$ cat src/rtl/oddeven_sortn.sv
// Odd-even transposition sorter: accepts one vector, runs DATA_NUM parallel
// compare/swap phases, then holds the sorted data and original indices until taken.

module oddeven_cmp #(
   parameter int W      = 16,
   parameter int SIGNED = 0
) (
   input  logic [W-1:0] a,
   input  logic [W-1:0] b,
   output logic         gt,
   output logic         lt
);
   generate
      if (SIGNED != 0) begin : g_s
         assign gt = $signed(a) > $signed(b);
         assign lt = $signed(a) < $signed(b);
      end else begin : g_u
         assign gt = a > b;
         assign lt = a < b;
      end
   endgenerate
endmodule

module oddeven_sortn #(
   parameter int  FIX_POINT_WIDTH = 16,
   parameter int  DATA_NUM        = 8,
   parameter int  SIGNED          = 0,
   localparam int IDX_W           = (DATA_NUM > 1) ? $clog2(DATA_NUM) : 1
) (
   input  logic                                clk,
   input  logic                                rst,
   input  logic                                in_valid,
   output logic                                in_ready,
   input  logic [DATA_NUM*FIX_POINT_WIDTH-1:0] in_data,
   input  logic                                descend,
   output logic                                out_valid,
   input  logic                                out_ready,
   output logic [DATA_NUM*FIX_POINT_WIDTH-1:0] out_data,
   output logic [DATA_NUM*IDX_W-1:0]           out_idx,
   output logic                                busy
);
   localparam int W = FIX_POINT_WIDTH;
   localparam logic [1:0] S_IDLE = 2'd0;
   localparam logic [1:0] S_SORT = 2'd1;
   localparam logic [1:0] S_DONE = 2'd2;

   logic [1:0]                         state;
   logic [DATA_NUM-1:0][W-1:0]         elem, elem_nx;
   logic [DATA_NUM-1:0][IDX_W-1:0]     idx, idx_nx;
   logic [IDX_W-1:0]                   phase;
   logic                               desc_q;
   logic [DATA_NUM-2:0]                gt, lt;

   genvar j;
   generate
      for (j = 0; j < DATA_NUM-1; j++) begin : g_cmp
         oddeven_cmp #(.W(W), .SIGNED(SIGNED)) u_cmp (
            .a  (elem[j]),
            .b  (elem[j+1]),
            .gt (gt[j]),
            .lt (lt[j])
         );
      end
   endgenerate

   // Pairs of one parity are disjoint, so all swaps read the phase-start values.
   always_comb begin
      elem_nx = elem;
      idx_nx  = idx;
      for (int k = 0; k < DATA_NUM-1; k++) begin
         if ((k % 2) == int'(phase[0]) && (desc_q ? lt[k] : gt[k])) begin
            elem_nx[k]   = elem[k+1];
            elem_nx[k+1] = elem[k];
            idx_nx[k]    = idx[k+1];
            idx_nx[k+1]  = idx[k];
         end
      end
   end

   always_ff @(posedge clk) begin
      if (rst) begin
         state  <= S_IDLE;
         elem   <= '0;
         idx    <= '0;
         phase  <= '0;
         desc_q <= 1'b0;
      end else begin
         case (state)
            S_IDLE: if (in_valid) begin
               elem   <= in_data;
               for (int i = 0; i < DATA_NUM; i++) idx[i] <= IDX_W'(i);
               desc_q <= descend;
               phase  <= '0;
               state  <= S_SORT;
            end
            S_SORT: begin
               elem  <= elem_nx;
               idx   <= idx_nx;
               phase <= phase + 1'b1;
               if (phase == IDX_W'(DATA_NUM-1)) state <= S_DONE;
            end
            S_DONE: if (out_ready) state <= S_IDLE;
            default: state <= S_IDLE;
         endcase
      end
   end

   assign in_ready  = (state == S_IDLE) && !rst;
   assign out_valid = (state == S_DONE);
   assign busy      = (state == S_SORT);
   assign out_data  = elem;
   assign out_idx   = idx;
endmodule

$ cat config.mk
export PLATFORM = sky130hd
export DESIGN_NAME = oddeven_sortn
export DESIGN_NICKNAME = d
export VERILOG_FILES = /design/src/rtl/oddeven_sortn.sv
export SDC_FILE = /design/constraint.sdc
export NUM_CORES = 1
export LEC_CHECK = 0
export ABC_AREA = 0
export ABC_CLOCK_PERIOD_IN_PS = 6700
export CORE_MARGIN = 2
export CORE_UTILIZATION = 50
export CTS_BUF_LIST = sky130_fd_sc_hd__clkbuf_8 sky130_fd_sc_hd__clkbuf_16
export DETAILED_ROUTE_END_ITERATION = 6
export GPL_ROUTABILITY_DRIVEN = 1
export GPL_TIMING_DRIVEN = 0
export PLACE_DENSITY = 0.82
export SETUP_SLACK_MARGIN = 0.02
export SYNTH_ARGS = -nofsm -noshare
export SYNTH_HDL_FRONTEND = slang
export SYNTH_SLANG_ARGS = --single-unit
$ cat constraint.sdc
create_clock -name clk -period 6.7 [get_ports clk]
set_clock_uncertainty 0.05 [all_clocks]
set_input_delay 0.67 -clock clk [delete_from_list [all_inputs] [get_ports clk]]
set_output_delay 0.67 -clock clk [all_outputs]
set_load 0.03 [all_outputs]
Word-level counts from Yosys, hierarchy flattened
Index checks and enable logic that the tools add are counted.
{"block": "classes", "n_addsub": 1, "order_cmp": 14, "eq_ne": 14, "mux": 31, "bitwise": 1, "reduce_logical": 22}
{"cell": "$pmux 128 s2", "n": 1}
{"cell": "$mux 32", "n": 7}
{"cell": "$mux 128", "n": 1}
{"cell": "$gt 16x16->1", "n": 7}
{"cell": "$lt 16x16->1", "n": 7}
{"cell": "$pmux 24 s2", "n": 1}
{"cell": "$mux 6", "n": 7}
{"cell": "$reduce_and 3->1", "n": 9}
{"cell": "$mux 24", "n": 1}
{"cell": "$ne 3x1->1 const B", "n": 6}
{"cell": "$logic_and 1x1->1", "n": 8}
{"cell": "$ne 2x1->1 const B", "n": 4}
{"cell": "$mux 1", "n": 7}
{"cell": "$mux 2", "n": 3}
{"cell": "$pmux 2 s3", "n": 1}
{"cell": "$pmux 3 s2", "n": 1}
{"cell": "$reduce_and 2->1", "n": 2}
{"cell": "$add 3x1->3 const B", "n": 1}
{"cell": "$eq 3x3->1 const B", "n": 1}
{"cell": "$mux 3", "n": 1}
{"cell": "$eq 2x1->1 const B", "n": 1}
{"cell": "$eq 2x2->1 const B", "n": 1}
{"cell": "$logic_not 2->1", "n": 1}
{"cell": "$ne 2x2->1 const B", "n": 1}
{"cell": "3 further kinds", "n": 3}
{"block": "totals", "register_bits": 158, "input_bits": 133, "output_inout_bits": 155, "elab_cells": 102}

Longest topological paths before layout
Gate-level depths: netlist of the first run.
{"block": "depth", "word_depth": 11, "mapped_depth": 12, "depth_no_buf": 10}

By module
From an unflattened synthesis of the first run, not the netlist that was laid out.
{"block": "unflattened", "cells_unflattened": 1218, "area_unflattened_um2": 10557.6}
{"mod": "oddeven_sortn", "instances": 1, "cells_per_inst": 798, "area_each_um2": 7544.7, "seq_area_each_um2": 3163.0}
{"mod": "oddeven_cmp", "instances": 7, "cells_per_inst": 60, "area_each_um2": 430.4, "seq_area_each_um2": 0.0}

Worst setup path before layout of the first run
Ideal clock, no wire load.
{"block": "synth_path", "path_kind": "flip-flop to flip-flop", "start": "register elem, in the netlist out_data[46]", "end": "register elem, in the netlist out_data[46]", "setup_time_ps": 71, "arrival_time_ps": 2977, "required_ps": 6579, "setup_slack_ps": 3603, "stages_incl_launch_ff": 12, "n_path_buf": 1, "cell_sequence": "dfxtp_1 -> inv_1 -> ha_1 -> nand4_1 -> nor3_1 -> a21boi_0 -> nand4bb_1 -> mux2i_1 -> clkbuf_1 -> a221oi_1 -> or3_1 -> a21oi_1"}
{"block": "synth_between", "elab_chain_len": 5, "elab_cells_between_ends": 12}
{"item": "start, declared", "line": "48", "source": "logic [DATA_NUM-1:0][W-1:0] elem, elem_nx;"}
{"item": "start signal, assigned", "line": "90", "source": "elem <= in_data;"}
{"item": "start signal, assigned", "line": "97", "source": "elem <= elem_nx;"}
{"item": "$gt 16x16->1 / $lt 16x16->1 (equally long branches)", "line": "18, 19"}
{"item": "$mux 1", "line": "71", "source": "if ((k % 2) == int'(phase[0]) && (desc_q ? lt[k] : gt[k])) begin"}
{"item": "$logic_and 1x1->1", "line": "71"}
{"item": "$ne 3x1->1 (no line) / $mux 32 (equally long branches)"}
{"item": "$reduce_and 3->1 (no line) / $pmux 128 s2 (equally long branches)"}
Parallel ways exist; a longest one is shown, timed or not. The select of a mux whose other input is x is not followed.
A chain may end at the register's enable or synchronous reset.

Worst setup path in the final report of the first run
{"block": "layout_path", "start": "register state[1]", "end": "output port busy"}
{"block": "layout_between", "elab_chain_len": 1}
{"item": "start, declared", "line": "47", "source": "logic [1:0] state;"}
{"item": "start signal, assigned", "line": "82", "source": "state <= S_IDLE;"}
{"item": "start signal, assigned", "line": "94", "source": "state <= S_SORT;"}
{"item": "start signal, assigned", "line": "100", "source": "if (phase == IDX_W'(DATA_NUM-1)) state <= S_DONE;"}
{"item": "$eq 2x1->1", "line": "110", "source": "assign busy = (state == S_SORT);"}
{"item": "end, declared", "line": "40", "source": "output logic busy"}
No other way between the ends.

==> results of run 1 <==
[worst min-delay path, cell delays in order, from the launching register on]
cell and delay, ns:
dfxtp_1 0.32, nand2_1 0.06, a21oi_1 0.05
[flip-flops by register name, summed over array words and instances (netlist names)]
register / count
desc_q: 1
state: 2
out_data: 128
phase: 3
out_idx: 24
[cells by family after synthesis]
group | share of synthesized area, %
AND/OR/NAND/NOR | 19.1
buffers and inverters | 8.40
adder cells (fa/ha/maj) | 13.3
multiplexers | 1.75
flip-flops | 29.6
AO/OA/AOI/OAI | 27.8
[how the worst min path moves through the flow]
stage / start / cells past startpoint / endpoint / slack (ns)
after floorplan: phase[1] / 2 / phase[1] / 0.42
after CTS: out_idx[1] / 2 / out_idx[1] / 0.42
after global placement: out_idx[1] / 2 / out_idx[1] / 0.41
after detailed placement: out_idx[1] / 2 / out_idx[1] / 0.42
after global routing: out_idx[1] / 2 / out_idx[1] / 0.45
final: out_idx[1] / 2 / out_idx[1] / 0.42
[synth_stat cells, types with 3 or more instances]
cell | count | area [um^2]
ha_1 | 114 | 1430
o41ai_1 | 16 | 140
dfxtp_1 | 158 | 3160
nand2_1 | 137 | 514
buf_6 | 5 | 56.3
or3_1 | 33 | 206
nand2b_1 | 5 | 31.3
nand3_1 | 19 | 95.1
or2_2 | 3 | 18.8
a211oi_1 | 23 | 173
a221oi_1 | 86 | 753
a22o_1 | 33 | 289
inv_1 | 117 | 439
clkbuf_1 | 60 | 225
nand4_1 | 17 | 106
buf_2 | 22 | 110
nor2b_1 | 10 | 62.6
buf_4 | 5 | 37.5
and4_1 | 8 | 70.1
nor2_1 | 177 | 664
buf_1 | 3 | 11.3
mux2i_1 | 9 | 90.1
o211ai_1 | 7 | 52.6
a2111oi_0 | 16 | 140
o21ai_0 | 26 | 130
mux2i_2 | 3 | 41.3
nand3b_1 | 3 | 22.5
a31oi_1 | 4 | 25.0
o22ai_1 | 16 | 100
a222oi_1 | 22 | 220
a21oi_1 | 112 | 561
a21o_1 | 9 | 67.6
nor3_1 | 21 | 105
a22oi_1 | 6 | 45.0
a221o_1 | 5 | 50.1
[cell type report]
class / instances / area (um^2) / share of cell area [%]
buffer: 96 / 455 / 3.14
clock buffer: 19 / 453 / 3.12
clock inverter: 13 / 143 / 0.984
inverter: 118 / 443 / 3.06
multi-input combinational: 979 / 6630 / 45.8
sequential: 158 / 3160 / 21.8
tap: 275 / 344 / 2.37
timing repair buffer: 286 / 2860 / 19.7
[stage by stage]
step | worst slack [ns] | utilization, % | instances | power (mW)
final | 2.02 | 69.0 | 1944 | 5.45
after global routing | 2.00 | 69.0 | 1944 | 5.70
after CTS | 2.23 | 69.0 | 1944 | 5.35
after detailed placement | 2.71 | 66.1 | 1912 | 4.34
after global placement | 2.72 | 66.1 | 1912 | 4.28
after floorplan | 3.60 | - | 1351 | 3.26
[where the power goes]
group / internal [mW] / leakage (nW) / switching, mW / total, mW
logic: 1.16 / 4.06 / 1.73 / 2.89
registers: 1.13 / 1.30 / 0.420 / 1.55
clock network: 0.570 / 0.288 / 0.435 / 1.00
total: 2.87 / 5.65 / 2.59 / 5.45
[metal layers]
metal	up-vias	part of all wire [%]	global-route usage, %
li1	5601	-	-
met1	5904	39	51.0
met2	979	44	59.5
met3	146	13	8.39
met4	0	3.8	14.4
met5	-	0	0
==> metrics.txt, run 1 <==
Arrival @ worst endpoint 3.96 ns; global placer's final weighted congestion 0.978; worst hold path class register to register; ys flop type dfxtp_1; Slowest cell on crit path clkdlybuf4s50_1; Worst-Skew Late Latency 0.44 ns; hpwl dp 33.7 mm; Synth Warn # 0; DRT Pass-1 Iters 7; Worst Setup SP state[1]; number of cells on the critical path 7; asr flop ratio synth 0%; crit share post-route 69.8%; CTS root buffer clkbuf_16; Total GRT Usage 37.9%; Antenna Nets Post-Route 0; row count 53; most frequent CP cell clkbuf_1; CP Max Fanout 10; most frequent cells in the layout 286 x clkdlybuf4s50_1, 177 x nor2_1, 158 x dfxtp_1; Tightest Pin Transition 0.769 ns; final instance area 0.0145 mm^2; CP max stage delay 0.81 ns; Post-Synthesis Cells 1351; worst path bufs/invs 6; worst-path cell chain nand2b_1 -> buf_2 -> inv_2 -> clkbuf_1 -> clkbuf_1 -> buf_1 -> clkdlybuf4s50_1; final hold vios 0; Die Wd 150 um; Worst R2R Start out_data[41]; Remaining DRCs 9; Seq/Total Area, Yosys 29.6%; diode count 0; failing checks DRC; hold slack 0.420 ns; # fillers 1738; crit path launch type register; delay-heaviest family, CP buffers and inverters; post-CTS setup buffer count 0; Clock Pin Slew Worst Setup and Hold Paths 0.07 ns; H-tree levels 4; vias in the first global route 12000; Initial Utilization 50.9%; WL/cell 22.7 um; Die Height 150 um; EDFF count, synth 0; clock sink count 158; worst setup path endpoint busy; IO Count 288; Port Buffers 286; Syn Nets 1598; first-pass GRT wire length 66.3 mm; Static Leak 5.65 nW; Cell Area, Placed 0.0139 mm^2; worst flop-to-flop path endpoint out_data[46]; Fmax 214 MHz; CTS tree done; # setup viols final 0; initial DRC count 1732; Max-cap violations 0; pin count of the biggest net entering global routing 17; Vias 12600; CORE AREA 0.0210 mm^2; WP data required 5.98 ns; cts bufs inserted 17; fin. max-slew vios 0; share of layout cells above drive strength 1 5.27%; critical path type register to output port; Cell Pwr Density 376 mW/mm^2; RSZ-0062 raised after global routing no; WL final 44.1 mm; Nets 1903; #FFs+latches synth 158; die area 0.0226 mm^2; P&R area growth vs syn 35.6%; area of the mapped netlist 0.0107 mm^2; total gr overflow 0; crit end category output port; Resize count post-CTS 0; Reg2Reg Setup Slack 2.75 ns; initial antenna violation count 0; Slew HR 48.7%; Tmin final 4.68 ns; hold buffers post-CTS 0; commonest non-fill, non-tap cell in the layout clkdlybuf4s50_1; post-route setup TNS 0 ns; syn_area_per_cell 7.92 um^2; synth unique cells 63; vias per std cell 6.50; Max rail drop VDD 0.366 mV; worst r2r path cells 11; run status complete, but fails checks; clock buffer depth 2
(Power assumes the default switching activity.)
==> inputs of run 2 (changes only) <==
Settings changed: ABC_CLOCK_PERIOD_IN_PS 6700 to 3940, CORE_UTILIZATION 50 to 45, PLACE_DENSITY 0.82 to 0.78.
Clock period 6.7 ns to 3.94 ns, I/O delays scaled along.
==> run 2 against run 1 <==
Against the previous run: the flow now finishes without violations; global-route usage fell by 3.4 points; via count shrank 1.8%; critical path depth unchanged; critical endpoint unchanged; highest routed layer unchanged.
==> metrics.txt, run 2 (same netlist as run 1, synthesis figures left out) <==
Cell Pwr Density 636 mW/mm^2 (was 376 mW/mm^2); share of layout cells above drive strength 1 5.81% (was 5.27%); Fmax 265 MHz; sw frac 47.4% (about the same); first-pass GRT wire length 65.9 mm (was 66.3 mm); CP max stage delay 0.74 ns (was 0.81 ns); pin count of the biggest net entering global routing 17 (unchanged); area of the multi-input gates 0.00664 mm^2 (was 0.00663 mm^2); # setup viols final 0 (unchanged); RSZ-0062 raised after global routing no (unchanged); Max-cap violations 0 (unchanged); IO Count 288 (unchanged); crit share post-route 95.9%; row count 56 (was 53); CTS root buffer clkbuf_16 (unchanged); worst-path cell chain nand2b_1 -> buf_2 -> inv_2 -> clkbuf_2 -> clkbuf_1 -> buf_2 -> clkdlybuf4s50_1 (was nand2b_1 -> buf_2 -> inv_2 -> clkbuf_1 -> clkbuf_1 -> buf_1 -> clkdlybuf4s50_1); WL/cell 22.1 um (was 22.7 um); number of flip-flops in the largest register 128 (unchanged); GR Util met1 45.7% (was 51.0%); commonest non-fill, non-tap cell in the layout clkdlybuf4s50_1 (unchanged); initial DRC count 1697 (was 1732); WHS Path Cells 2 (unchanged); run status finished clean (was complete, but fails checks); vias in the first global route 11700 (was 12000); worst r2r path cells 10 (was 11); Die Wd 158 um (was 150 um); busiest grt layer met2 (unchanged); crit path launch type register (unchanged); Slowest cell on crit path clkdlybuf4s50_1 (unchanged); fin. max-slew vios 0 (unchanged); total gr overflow 0 (unchanged); Tightest Pin Transition 0.755 ns (was 0.769 ns); Static Leak 5.67 nW (was 5.65 nW); Remaining DRCs 0 (was 9); Initial Utilization 45.7% (was 50.9%); Die Height 158 um (was 150 um); clock sink count 158 (unchanged); Antenna Nets Post-Route 0 (unchanged); Arrival @ worst endpoint 3.33 ns (was 3.96 ns); combinational share of power 52.9% (was 53.1%); met3 Use GR 7.01% (was 8.39%); Port Buffers 286 (unchanged); Total GRT Usage 34.5% (was 37.9%); initial antenna violation count 1 (was 0); # fillers 2099 (was 1738); global placer's final weighted congestion 0.995 (was 0.978); H-tree levels 4 (unchanged); post-route setup TNS 0 ns (unchanged); critical path type register to output port (unchanged); most frequent CP cell buf_2 (was clkbuf_1); WP data required 3.50 ns (was 5.98 ns); sequential standard cell area 0.00316 mm^2 (unchanged); Tmin final 3.78 ns; hpwl dp 34.0 mm (was 33.7 mm); CORE AREA 0.0234 mm^2 (was 0.0210 mm^2); Vias 12400 (was 12600); die area 0.0250 mm^2 (was 0.0226 mm^2); worst hold path class register to register (unchanged); CTS tree done (unchanged); Flop pwr share 28.4% (was 28.5%); most frequent cells in the layout 286 x clkdlybuf4s50_1, 176 x nor2_1, 158 x dfxtp_1 (was 286 x clkdlybuf4s50_1, 177 x nor2_1, 158 x dfxtp_1); hold buffers post-CTS 0 (unchanged); post-CTS setup buffer count 0 (unchanged); switching power 4.39 mW (was 2.59 mW); clock buffer depth 2 (unchanged); CP Max Fanout 10 (unchanged); Clk network pwr share 18.7% (was 18.4%); crit end category output port (unchanged); met2 Use GR 54.9% (was 59.5%); Max rail drop VDD 0.456 mV (was 0.366 mV); Nets 1903 (unchanged); final hold vios 0 (unchanged); P&R area growth vs syn 36.2% (was 35.6%); Clock Pin Slew Worst Setup and Hold Paths 0.06 ns (was 0.07 ns); DRT Pass-1 Iters 7 (unchanged); Internal 4.88 mW (was 2.87 mW); WL final 44.1 mm (about the same); Slew HR 49.7% (was 48.7%); cts bufs inserted 17 (unchanged); Worst-Skew Late Latency 0.44 ns (about the same); Pwr Total 9.26 mW (was 5.45 mW); vias per std cell 6.23 (was 6.50)
-- run 2: final timing paths --
path | from | slack, ns | endpoint
max | state[1] | 0.16 | busy
min reg2reg | out_idx[1] | 0.43 | out_idx[1]
min | out_idx[1] | 0.43 | out_idx[1]
max reg2reg | out_data[47] | 0.25 | out_data[46]
-- run 2: layer usage --
metal	share of wire [%]	vias to the layer above
met4	3.6	0
met3	11	116
met5	0	-
met1	40	5876
li1	-	5623
met2	45	783
-- run 2: area by class of cell --
| cell class | count | area share [%] |
|---|---|---|
| multi-input combinational | 979 | 45.6 |
| sequential | 158 | 21.7 |
| timing repair buffer | 286 | 19.7 |
| buffer | 96 | 3.17 |
| inverter | 118 | 3.04 |
| clock buffer | 18 | 3.02 |
| tap | 319 | 2.74 |
| clock inverter | 14 | 1.05 |
| antenna | 1 | 0.0172 |
-- run 2: power groups by stage --
stage	Sequential, mW	Combinational (mW)	Clock (mW)
6_report	2.63	4.90	1.73
3_3_place_gp	2.62	4.67	0
2_1_floorplan	2.94	2.60	0
3_5_place_dp	2.62	4.78	0
4_1_cts	2.59	4.82	1.73
5_1_grt	2.65	5.32	1.80
-- run 2: repair_timing --
item,in CTS,in global routing
pin swaps,0,0
resized for setup,2,7
setup endpoints to repair,2,31
-- run 2: stage by stage --
step / util, % / hold slack, ns / area, um^2 / instances / setup WS, ns
floorplan: - / 0.419 / 10700 / 1351 / 0.843
global placement: 59.6 / 0.412 / 14000 / 1956 / 0.0566
detailed placement: 59.6 / 0.411 / 14000 / 1956 / 0.0339
CTS: 62.2 / 0.423 / 14600 / 1988 / 0.0355
global route: 62.2 / 0.451 / 14600 / 1989 / 0.0399
finish: 62.2 / 0.432 / 14600 / 1989 / 0.163
-- run 2: critical path, delay by kind of cell, from the launching register on --
family | cells | cell delay [ns]
AND/OR/NAND/NOR | 1 | 0.18
flip-flops | 1 | 0.37
buffers and inverters | 6 | 2.34
